--- src/rtl/cpu_bus_responder_if.sv ---
// CPU-side bus of the responder: a level read request with a one-cycle
// acknowledge, and a write strobe that is never acknowledged.
interface cpu_bus_responder_if;
    logic [15:0] bus_addr;
    logic        rd_req;
    logic        rd_ack;
    logic [7:0]  rd_data;
    logic        wr_enable;
    logic [7:0]  wr_data;
    logic        wr_overflow;

    modport master (
        output bus_addr, rd_req, wr_enable, wr_data,
        input  rd_ack, rd_data, wr_overflow
    );

    modport slave (
        input  bus_addr, rd_req, wr_enable, wr_data,
        output rd_ack, rd_data, wr_overflow
    );
endinterface

--- src/rtl/cpu_bus_responder.sv ---
// Answers CPU reads from a backing RAM (or the read-only reset-vector overlay)
// and posts CPU writes through a one-entry buffer that drains while idle.
module cpu_bus_responder #(
    parameter int unsigned WAIT_STATES  = 1,
    parameter logic [15:0] RESET_VECTOR = 16'h0444
) (
    input  logic                      clk,
    input  logic                      reset_n,
    cpu_bus_responder_if.slave        bus,
    output logic [15:0]               mem_addr,
    output logic                      mem_rd,
    output logic                      mem_wr,
    output logic [7:0]                mem_wdata,
    input  logic [7:0]                mem_rdata
);

    typedef enum logic [1:0] {
        IDLE,
        MEM_WAIT,
        ACK
    } state_t;

    localparam logic [15:0] VEC_LO_ADDR = 16'hFFFC;
    localparam logic [15:0] VEC_HI_ADDR = 16'hFFFD;

    state_t      state_q, state_d;
    logic [15:0] cnt_q, cnt_d;
    logic        rd_ack_q, rd_ack_d;
    logic [7:0]  rd_data_q, rd_data_d;
    logic [15:0] mem_addr_q, mem_addr_d;
    logic        mem_rd_q, mem_rd_d;
    logic        mem_wr_q, mem_wr_d;
    logic [7:0]  mem_wdata_q, mem_wdata_d;
    logic        buf_valid_q, buf_valid_d;
    logic [15:0] buf_addr_q, buf_addr_d;
    logic [7:0]  buf_data_q, buf_data_d;
    logic        ovf_q, ovf_d;

    logic        draining;
    logic        is_vec;
    logic [7:0]  vec_byte;

    // Buffered write leaves for RAM at this edge, freeing the slot for a new one.
    assign draining = (state_q == IDLE) && buf_valid_q;
    assign is_vec   = (bus.bus_addr == VEC_LO_ADDR) || (bus.bus_addr == VEC_HI_ADDR);
    assign vec_byte = bus.bus_addr[0] ? RESET_VECTOR[15:8] : RESET_VECTOR[7:0];

    always_comb begin
        state_d     = state_q;
        cnt_d       = cnt_q;
        rd_ack_d    = 1'b0;
        rd_data_d   = rd_data_q;
        mem_addr_d  = mem_addr_q;
        mem_rd_d    = 1'b0;
        mem_wr_d    = 1'b0;
        mem_wdata_d = mem_wdata_q;
        buf_valid_d = buf_valid_q;
        buf_addr_d  = buf_addr_q;
        buf_data_d  = buf_data_q;
        ovf_d       = ovf_q;

        case (state_q)
            IDLE: begin
                if (draining) begin
                    mem_wr_d    = 1'b1;
                    mem_addr_d  = buf_addr_q;
                    mem_wdata_d = buf_data_q;
                    buf_valid_d = 1'b0;
                end else if (bus.rd_req) begin
                    if (is_vec) begin
                        rd_data_d = vec_byte;
                        rd_ack_d  = 1'b1;
                        state_d   = ACK;
                    end else if (!bus.wr_enable) begin
                        // A write arriving this edge is drained first so the
                        // read observes it.
                        mem_rd_d   = 1'b1;
                        mem_addr_d = bus.bus_addr;
                        cnt_d      = 16'(WAIT_STATES);
                        state_d    = MEM_WAIT;
                    end
                end
            end

            MEM_WAIT: begin
                // The first MEM_WAIT edge is the RAM's own read cycle; wait
                // states are counted only after the data is available.
                if (!mem_rd_q) begin
                    if (cnt_q == 16'd0) begin
                        rd_data_d = mem_rdata;
                        rd_ack_d  = 1'b1;
                        state_d   = ACK;
                    end else begin
                        cnt_d = cnt_q - 16'd1;
                    end
                end
            end

            ACK: begin
                state_d = IDLE;
            end

            default: begin
                state_d = IDLE;
            end
        endcase

        if (bus.wr_enable) begin
            if (!buf_valid_q || draining) begin
                buf_valid_d = 1'b1;
                buf_addr_d  = bus.bus_addr;
                buf_data_d  = bus.wr_data;
            end else begin
                ovf_d = 1'b1;
            end
        end
    end

    always_ff @(posedge clk) begin
        if (!reset_n) begin
            state_q     <= IDLE;
            cnt_q       <= 16'd0;
            rd_ack_q    <= 1'b0;
            rd_data_q   <= 8'd0;
            mem_addr_q  <= 16'd0;
            mem_rd_q    <= 1'b0;
            mem_wr_q    <= 1'b0;
            mem_wdata_q <= 8'd0;
            buf_valid_q <= 1'b0;
            buf_addr_q  <= 16'd0;
            buf_data_q  <= 8'd0;
            ovf_q       <= 1'b0;
        end else begin
            state_q     <= state_d;
            cnt_q       <= cnt_d;
            rd_ack_q    <= rd_ack_d;
            rd_data_q   <= rd_data_d;
            mem_addr_q  <= mem_addr_d;
            mem_rd_q    <= mem_rd_d;
            mem_wr_q    <= mem_wr_d;
            mem_wdata_q <= mem_wdata_d;
            buf_valid_q <= buf_valid_d;
            buf_addr_q  <= buf_addr_d;
            buf_data_q  <= buf_data_d;
            ovf_q       <= ovf_d;
        end
    end

    assign bus.rd_ack      = rd_ack_q;
    assign bus.rd_data     = rd_data_q;
    assign bus.wr_overflow = ovf_q;
    assign mem_addr        = mem_addr_q;
    assign mem_rd          = mem_rd_q;
    assign mem_wr          = mem_wr_q;
    assign mem_wdata       = mem_wdata_q;

    a_one_strobe: assert property (@(posedge clk) !(mem_rd_q && mem_wr_q));

endmodule

--- src/flat_wrapper.sv ---
// flat-port wrapper written by rule: the top's interface ports become plain ports
module cpu_bus_responder_flat 
#(
    parameter int unsigned WAIT_STATES  = 1,
    parameter logic [15:0] RESET_VECTOR = 16'h0444
)
  (clk, reset_n, mem_addr, mem_rd, mem_wr, mem_wdata, mem_rdata, bus_bus_addr, bus_rd_req, bus_wr_enable, bus_wr_data, bus_rd_ack, bus_rd_data, bus_wr_overflow);
  cpu_bus_responder_if bus_i ();
  input  logic clk;
  input  logic reset_n;
  output logic [15:0] mem_addr;
  output logic mem_rd;
  output logic mem_wr;
  output logic [7:0] mem_wdata;
  input  logic [7:0] mem_rdata;
  input wire logic [$bits(bus_i.bus_addr)-1:0] bus_bus_addr;
  input wire logic [$bits(bus_i.rd_req)-1:0] bus_rd_req;
  input wire logic [$bits(bus_i.wr_enable)-1:0] bus_wr_enable;
  input wire logic [$bits(bus_i.wr_data)-1:0] bus_wr_data;
  output wire logic [$bits(bus_i.rd_ack)-1:0] bus_rd_ack;
  output wire logic [$bits(bus_i.rd_data)-1:0] bus_rd_data;
  output wire logic [$bits(bus_i.wr_overflow)-1:0] bus_wr_overflow;
  assign bus_i.bus_addr = bus_bus_addr;
  assign bus_i.rd_req = bus_rd_req;
  assign bus_i.wr_enable = bus_wr_enable;
  assign bus_i.wr_data = bus_wr_data;
  assign bus_rd_ack = bus_i.rd_ack;
  assign bus_rd_data = bus_i.rd_data;
  assign bus_wr_overflow = bus_i.wr_overflow;
  cpu_bus_responder #(.WAIT_STATES(WAIT_STATES), .RESET_VECTOR(RESET_VECTOR)) u_core (.clk(clk), .reset_n(reset_n), .bus(bus_i), .mem_addr(mem_addr), .mem_rd(mem_rd), .mem_wr(mem_wr), .mem_wdata(mem_wdata), .mem_rdata(mem_rdata));
endmodule
--- config.mk ---
export PLATFORM = sky130hd
export DESIGN_NAME = cpu_bus_responder_flat
export DESIGN_NICKNAME = d
export VERILOG_FILES = /design/src/rtl/cpu_bus_responder_if.sv /design/src/rtl/cpu_bus_responder.sv /design/src/flat_wrapper.sv
export SDC_FILE = /design/constraint.sdc
export NUM_CORES = 1
export LEC_CHECK = 0
export ABC_CLOCK_PERIOD_IN_PS = 2500
export BUFFER_PORTS_ARGS = -buffer_cell sky130_fd_sc_hd__buf_2
export CAP_MARGIN = 25
export CELL_PAD_IN_SITES_DETAIL_PLACEMENT = 0
export CELL_PAD_IN_SITES_GLOBAL_PLACEMENT = 1
export CORE_ASPECT_RATIO = 0.9
export CORE_MARGIN = 10
export CORE_UTILIZATION = 39
export DETAILED_ROUTE_END_ITERATION = 12
export PLACE_DENSITY_LB_ADDON = 0.1
export SLEW_MARGIN = 20
export SYNTH_ARGS = -nofsm -noshare
export SYNTH_HDL_FRONTEND = slang
export SYNTH_SLANG_ARGS = --single-unit
export TNS_END_PERCENT = 100
--- constraint.sdc ---
create_clock -name clk -period 2.5 [get_ports clk]
set_clock_uncertainty 0.1 [all_clocks]
set_input_delay 0 -clock clk [delete_from_list [all_inputs] [get_ports clk]]
set_output_delay 0 -clock clk [all_outputs]
set_load 0.02 [all_outputs]
==> metrics.txt <==
# TYPE chip_impl_metric gauge
chip_impl_info{name="status",value="finished, final reports clean"} 1
chip_impl_info{name="worstSetupStartpointType",value="register"} 1
chip_impl_metric{name="postCtsSetupBuffers",unit=""} 0
chip_impl_metric{name="avg_vias_per_cell",unit=""} 5.144
chip_impl_info{name="rsz0062_at_grt",value="false"} 1
chip_impl_metric{name="count_of_buffering_cells_on_the_critical_path_with_inverters_included",unit=""} 1
chip_impl_metric{name="detailedRoute.firstIterationViolations",unit=""} 108
chip_impl_metric{name="finalWirelength",unit="µm"} 8658
chip_impl_metric{name="setup_total_negative_slack",unit="ps"} 0
chip_impl_metric{name="worst_path_largest_cell_delay",unit="ps"} 520
chip_impl_metric{name="first_global_vias",unit=""} 3016
chip_impl_info{name="worstSetupPathType",value="register to register"} 1
chip_impl_metric{name="postLayoutSetupSlackWorst",unit="ps"} 165.4
chip_impl_metric{name="setup_viol_count_final",unit=""} 0
chip_impl_metric{name="share_of_synthesized_area_occupied_by_flip_flops_and_latches",unit=""} 0.4858
chip_impl_metric{name="cts_made_buffers",unit=""} 9
chip_impl_metric{name="post-layout-total-power",unit="mW"} 3.435
chip_impl_metric{name="summed_instance_area_of_the_synthesized_netlist",unit="µm²"} 3256
chip_impl_metric{name="cts.clk_slew.worst_paths",unit="ps"} 80
chip_impl_metric{name="yosys.cell_types.count",unit=""} 43
chip_impl_metric{name="worst_slew_pin_slew",unit="ps"} 703.7
chip_impl_metric{name="dr_total_vias",unit=""} 3071
chip_impl_metric{name="timing.critical_path.required",unit="ps"} 2680
chip_impl_metric{name="power.leakage",unit="nW"} 1.802
chip_impl_metric{name="dr.pass1.iters",unit=""} 4
chip_impl_metric{name="clk_path_buf_depth",unit=""} 2
chip_impl_metric{name="floorplan.die_area",unit="µm²"} 12410
chip_impl_metric{name="critPathArrivalTime",unit="ps"} 2520
chip_impl_info{name="crit_path_top_delay_cell",value="or4_1"} 1
chip_impl_metric{name="initial_core_util",unit=""} 0.4016
chip_impl_metric{name="grt_pass1_wl",unit="µm"} 14660
chip_impl_metric{name="finalHoldViolations",unit=""} 0
chip_impl_metric{name="routedWlPerCell",unit="µm"} 14.50
chip_impl_info{name="category_of_cells_accounting_for_the_largest_share_of_critical_path_delay",value="simple AND/OR/NAND/NOR gates"} 1
chip_impl_info{name="clockRootBuffer",value="clkbuf_8"} 1
chip_impl_metric{name="drv_cap",unit=""} 0
chip_impl_info{name="path_category_of_the_worst_min_delay_check",value="input port to register"} 1
chip_impl_info{name="tritoncts",value="yes"} 1
chip_impl_metric{name="io-pin-count",unit=""} 72
chip_impl_metric{name="yosys_warnings",unit=""} 0
chip_impl_metric{name="ant_nets",unit=""} 0
chip_impl_metric{name="synth.avg_cell_area",unit="µm²"} 8.348
chip_impl_metric{name="core_region_area",unit="µm²"} 8107
chip_impl_metric{name="replace_congestion",unit=""} 0.7451
chip_impl_metric{name="grt-ovfl-total",unit=""} 0
chip_impl_metric{name="postSynthNetCount",unit=""} 428
chip_impl_metric{name="grt_antenna_before_repair",unit=""} 0
chip_impl_metric{name="cts_sinks",unit=""} 79
chip_impl_metric{name="slew_headroom",unit=""} 0.5273
chip_impl_metric{name="final_min_period_over_clock_period",unit=""} 0.9338
chip_impl_metric{name="port-buffer-count",unit=""} 71
chip_impl_metric{name="yosys_register_bits",unit=""} 79
chip_impl_metric{name="place_worst_setup_slack",unit="ps"} 184.2
chip_impl_metric{name="diodes",unit=""} 0
chip_impl_metric{name="track_usage",unit=""} 0.1452
chip_impl_metric{name="syn_to_final_growth",unit="%"} 31.01
chip_impl_metric{name="min_period",unit="ps"} 2335
chip_impl_metric{name="postCtsHoldBufs",unit=""} 35
chip_impl_metric{name="power_density",unit="nW/µm²"} 805.4
chip_impl_metric{name="grt_max_degree",unit=""} 41
chip_impl_metric{name="fmax",unit="MHz"} 428.3
chip_impl_metric{name="placement_rows",unit=""} 31
chip_impl_metric{name="final_net_count",unit=""} 531
chip_impl_metric{name="crit_fanout",unit=""} 26
chip_impl_metric{name="die_span_in_y",unit="µm"} 106.7
chip_impl_metric{name="post_route_cells_drive_above_1_share",unit=""} 0.2229
chip_impl_metric{name="final-max-slew-violation-count",unit=""} 0
chip_impl_metric{name="die_w",unit="µm"} 116.3
chip_impl_metric{name="clock_insertion_delay_worst_skew",unit="ps"} 350
chip_impl_metric{name="synthCells",unit=""} 390
chip_impl_metric{name="cts_htree_levels",unit=""} 3
chip_impl_metric{name="postCtsResizedCells",unit=""} 0
chip_impl_metric{name="highest_ir_drop_seen_on_vdd",unit="mV"} 0.4186
chip_impl_info{name="worst_setup_path_end_kind",value="register"} 1
chip_impl_metric{name="drc",unit=""} 0
chip_impl_info{name="path_cells",value="inv_1 -> ha_1 -> nor4b_1 -> and4_1 -> o22a_2 -> or4_1 -> a21oi_1"} 1
chip_impl_metric{name="place.detailed.hpwl",unit="µm"} 5605
[cells in the final DEF (no fill, tap or decap), types with 3 or more instances in the layout]
master           n
nand2_1        108
dfxtp_1         79
buf_2           71
a21oi_1         46
dlygate4sd3_1   35
nor2_1          24
a311oi_1        16
or3_1            9
clkbuf_8         9
buf_4            9
inv_1            6
nor3_1           6
a22o_1           6
o21ai_0          6
or4_1            6
nand2b_1         4
o41ai_1          4
nand4_1          3
nand3_1          3
o21ai_2          3
o31ai_1          3
inv_6            3
[Yosys cell counts]
| cell type | n | area [µm²] |
|---|---|---|
| a211oi_1 | 1 | 7.510 |
| a21oi_1 | 47 | 235.2 |
| a22o_1 | 6 | 52.55 |
| a311oi_1 | 16 | 140.1 |
| a31oi_1 | 1 | 6.260 |
| and2_1 | 1 | 6.260 |
| and4_1 | 1 | 8.760 |
| buf_2 | 7 | 35.03 |
| clkbuf_1 | 16 | 60.06 |
| dfxtp_1 | 79 | 1582 |
| ha_1 | 2 | 25.02 |
| inv_1 | 6 | 22.52 |
| inv_2 | 1 | 3.750 |
| nand2_1 | 108 | 405.4 |
| nand2_2 | 1 | 6.260 |
| nand2b_1 | 4 | 25.02 |
| nand3_1 | 3 | 15.01 |
| nand3b_1 | 2 | 15.01 |
| nand4_1 | 3 | 18.77 |
| nand4b_4 | 1 | 23.77 |
| nor2_1 | 24 | 90.09 |
| nor2b_1 | 1 | 6.260 |
| nor3_1 | 6 | 30.03 |
| nor3b_1 | 1 | 7.510 |
| nor4_1 | 2 | 12.51 |
| nor4_2 | 2 | 25.02 |
| nor4_4 | 2 | 42.54 |
| nor4b_1 | 2 | 17.52 |
| o211ai_1 | 2 | 15.01 |
| o21a_1 | 2 | 15.01 |
| o21ai_0 | 6 | 30.03 |
| o21ai_1 | 3 | 15.01 |
| o21ai_2 | 2 | 17.52 |
| o221a_2 | 1 | 11.26 |
| o22a_2 | 1 | 10.01 |
| o22ai_1 | 1 | 6.260 |
| o31a_1 | 2 | 17.52 |
| o31ai_1 | 3 | 22.52 |
| o41ai_1 | 4 | 35.03 |
| o41ai_4 | 1 | 27.53 |
| or2_2 | 1 | 6.260 |
| or3_1 | 9 | 56.30 |
| or4_1 | 6 | 45.04 |
[worst reg2reg max path, cell delays in order, from the launching register on]
cell	delay (ps)
dfxtp_1	400
inv_1	120
ha_1	200
nor4b_1	150
and4_1	270
o22a_2	370
or4_1	530
a21oi_1	140
[worst paths after layout]
| check | from | to | slack, ps | depth (start not counted) |
|---|---|---|---|---|
| worst max-delay path | u_core.cnt_q[0] | u_core.cnt_q[15] | 170 | 7 |
| worst min-delay path | bus_rd_req | u_core.mem_addr[0] | 220 | 6 |
| worst max register to register | u_core.cnt_q[0] | u_core.cnt_q[15] | 170 | 7 |
| worst min register to register | u_core.bus.rd_data[6] | u_core.bus.rd_data[6] | 350 | 2 |
[logic make-up after synthesis]
family,after synthesis,synth area share
AO/OA/AOI/OAI,99,0.2041
buffers and inverters,30,0.03728
adder cells (fa/ha/maj),2,0.007685
AND/OR/NAND/NOR,180,0.2652
flip-flops,79,0.4858
[layout make-up]
type                            instances  area [µm²]
Fill cell                             789        3841
Multi-Input combinational cell        281        1560
Inverter                                7       26.28
Tap cell                               99       123.9
Clock buffer                            9       123.9
Sequential cell                        79        1582
Clock inverter                          7       76.32
Timing Repair Buffer                  115       773.2
[sequential cells by signal (all words and copies together), names as in the netlist]
signal and flops:
u_core.bus.rd_ack 1, u_core.buf_addr_q 16, u_core.mem_wr 1, u_core.bus.rd_data 8
u_core.cnt_q 16, u_core.mem_addr 16, u_core.mem_rd 1, u_core.state_q 2
u_core.bus.wr_overflow 1, u_core.mem_wdata 8, u_core.buf_valid_q 1, u_core.buf_data_q 8
[per-stage QoR]
step / hold slack (ps) / std cells / util / area, µm²
2_1_floorplan: -21.49 / 390 / - / 3256
3_3_place_gp: 116.2 / 546 / 0.4583 / 3715
3_5_place_dp: 122.6 / 546 / 0.4583 / 3715
4_1_cts: 210.7 / 597 / 0.5262 / 4265
5_1_grt: 273.0 / 597 / 0.5262 / 4265
6_report: 222.0 / 597 / 0.5262 / 4265
[where the power goes]
part,switching [mW],total (mW),leakage [nW],internal (mW)
combinational,0.577,0.965,1.06,0.388
sequential,0.109,1.50,0.647,1.39
clock,0.503,0.972,0.0966,0.470
total,1.19,3.44,1.80,2.25
[routing by layer]
layer  wire length [µm]  global-route usage
met1               4091              0.1851
met2               3960              0.2261
met3                488             0.04627
met4                117             0.04821
met5                  0                   0
No activity file was read; power rests on OpenSTA's default activity.
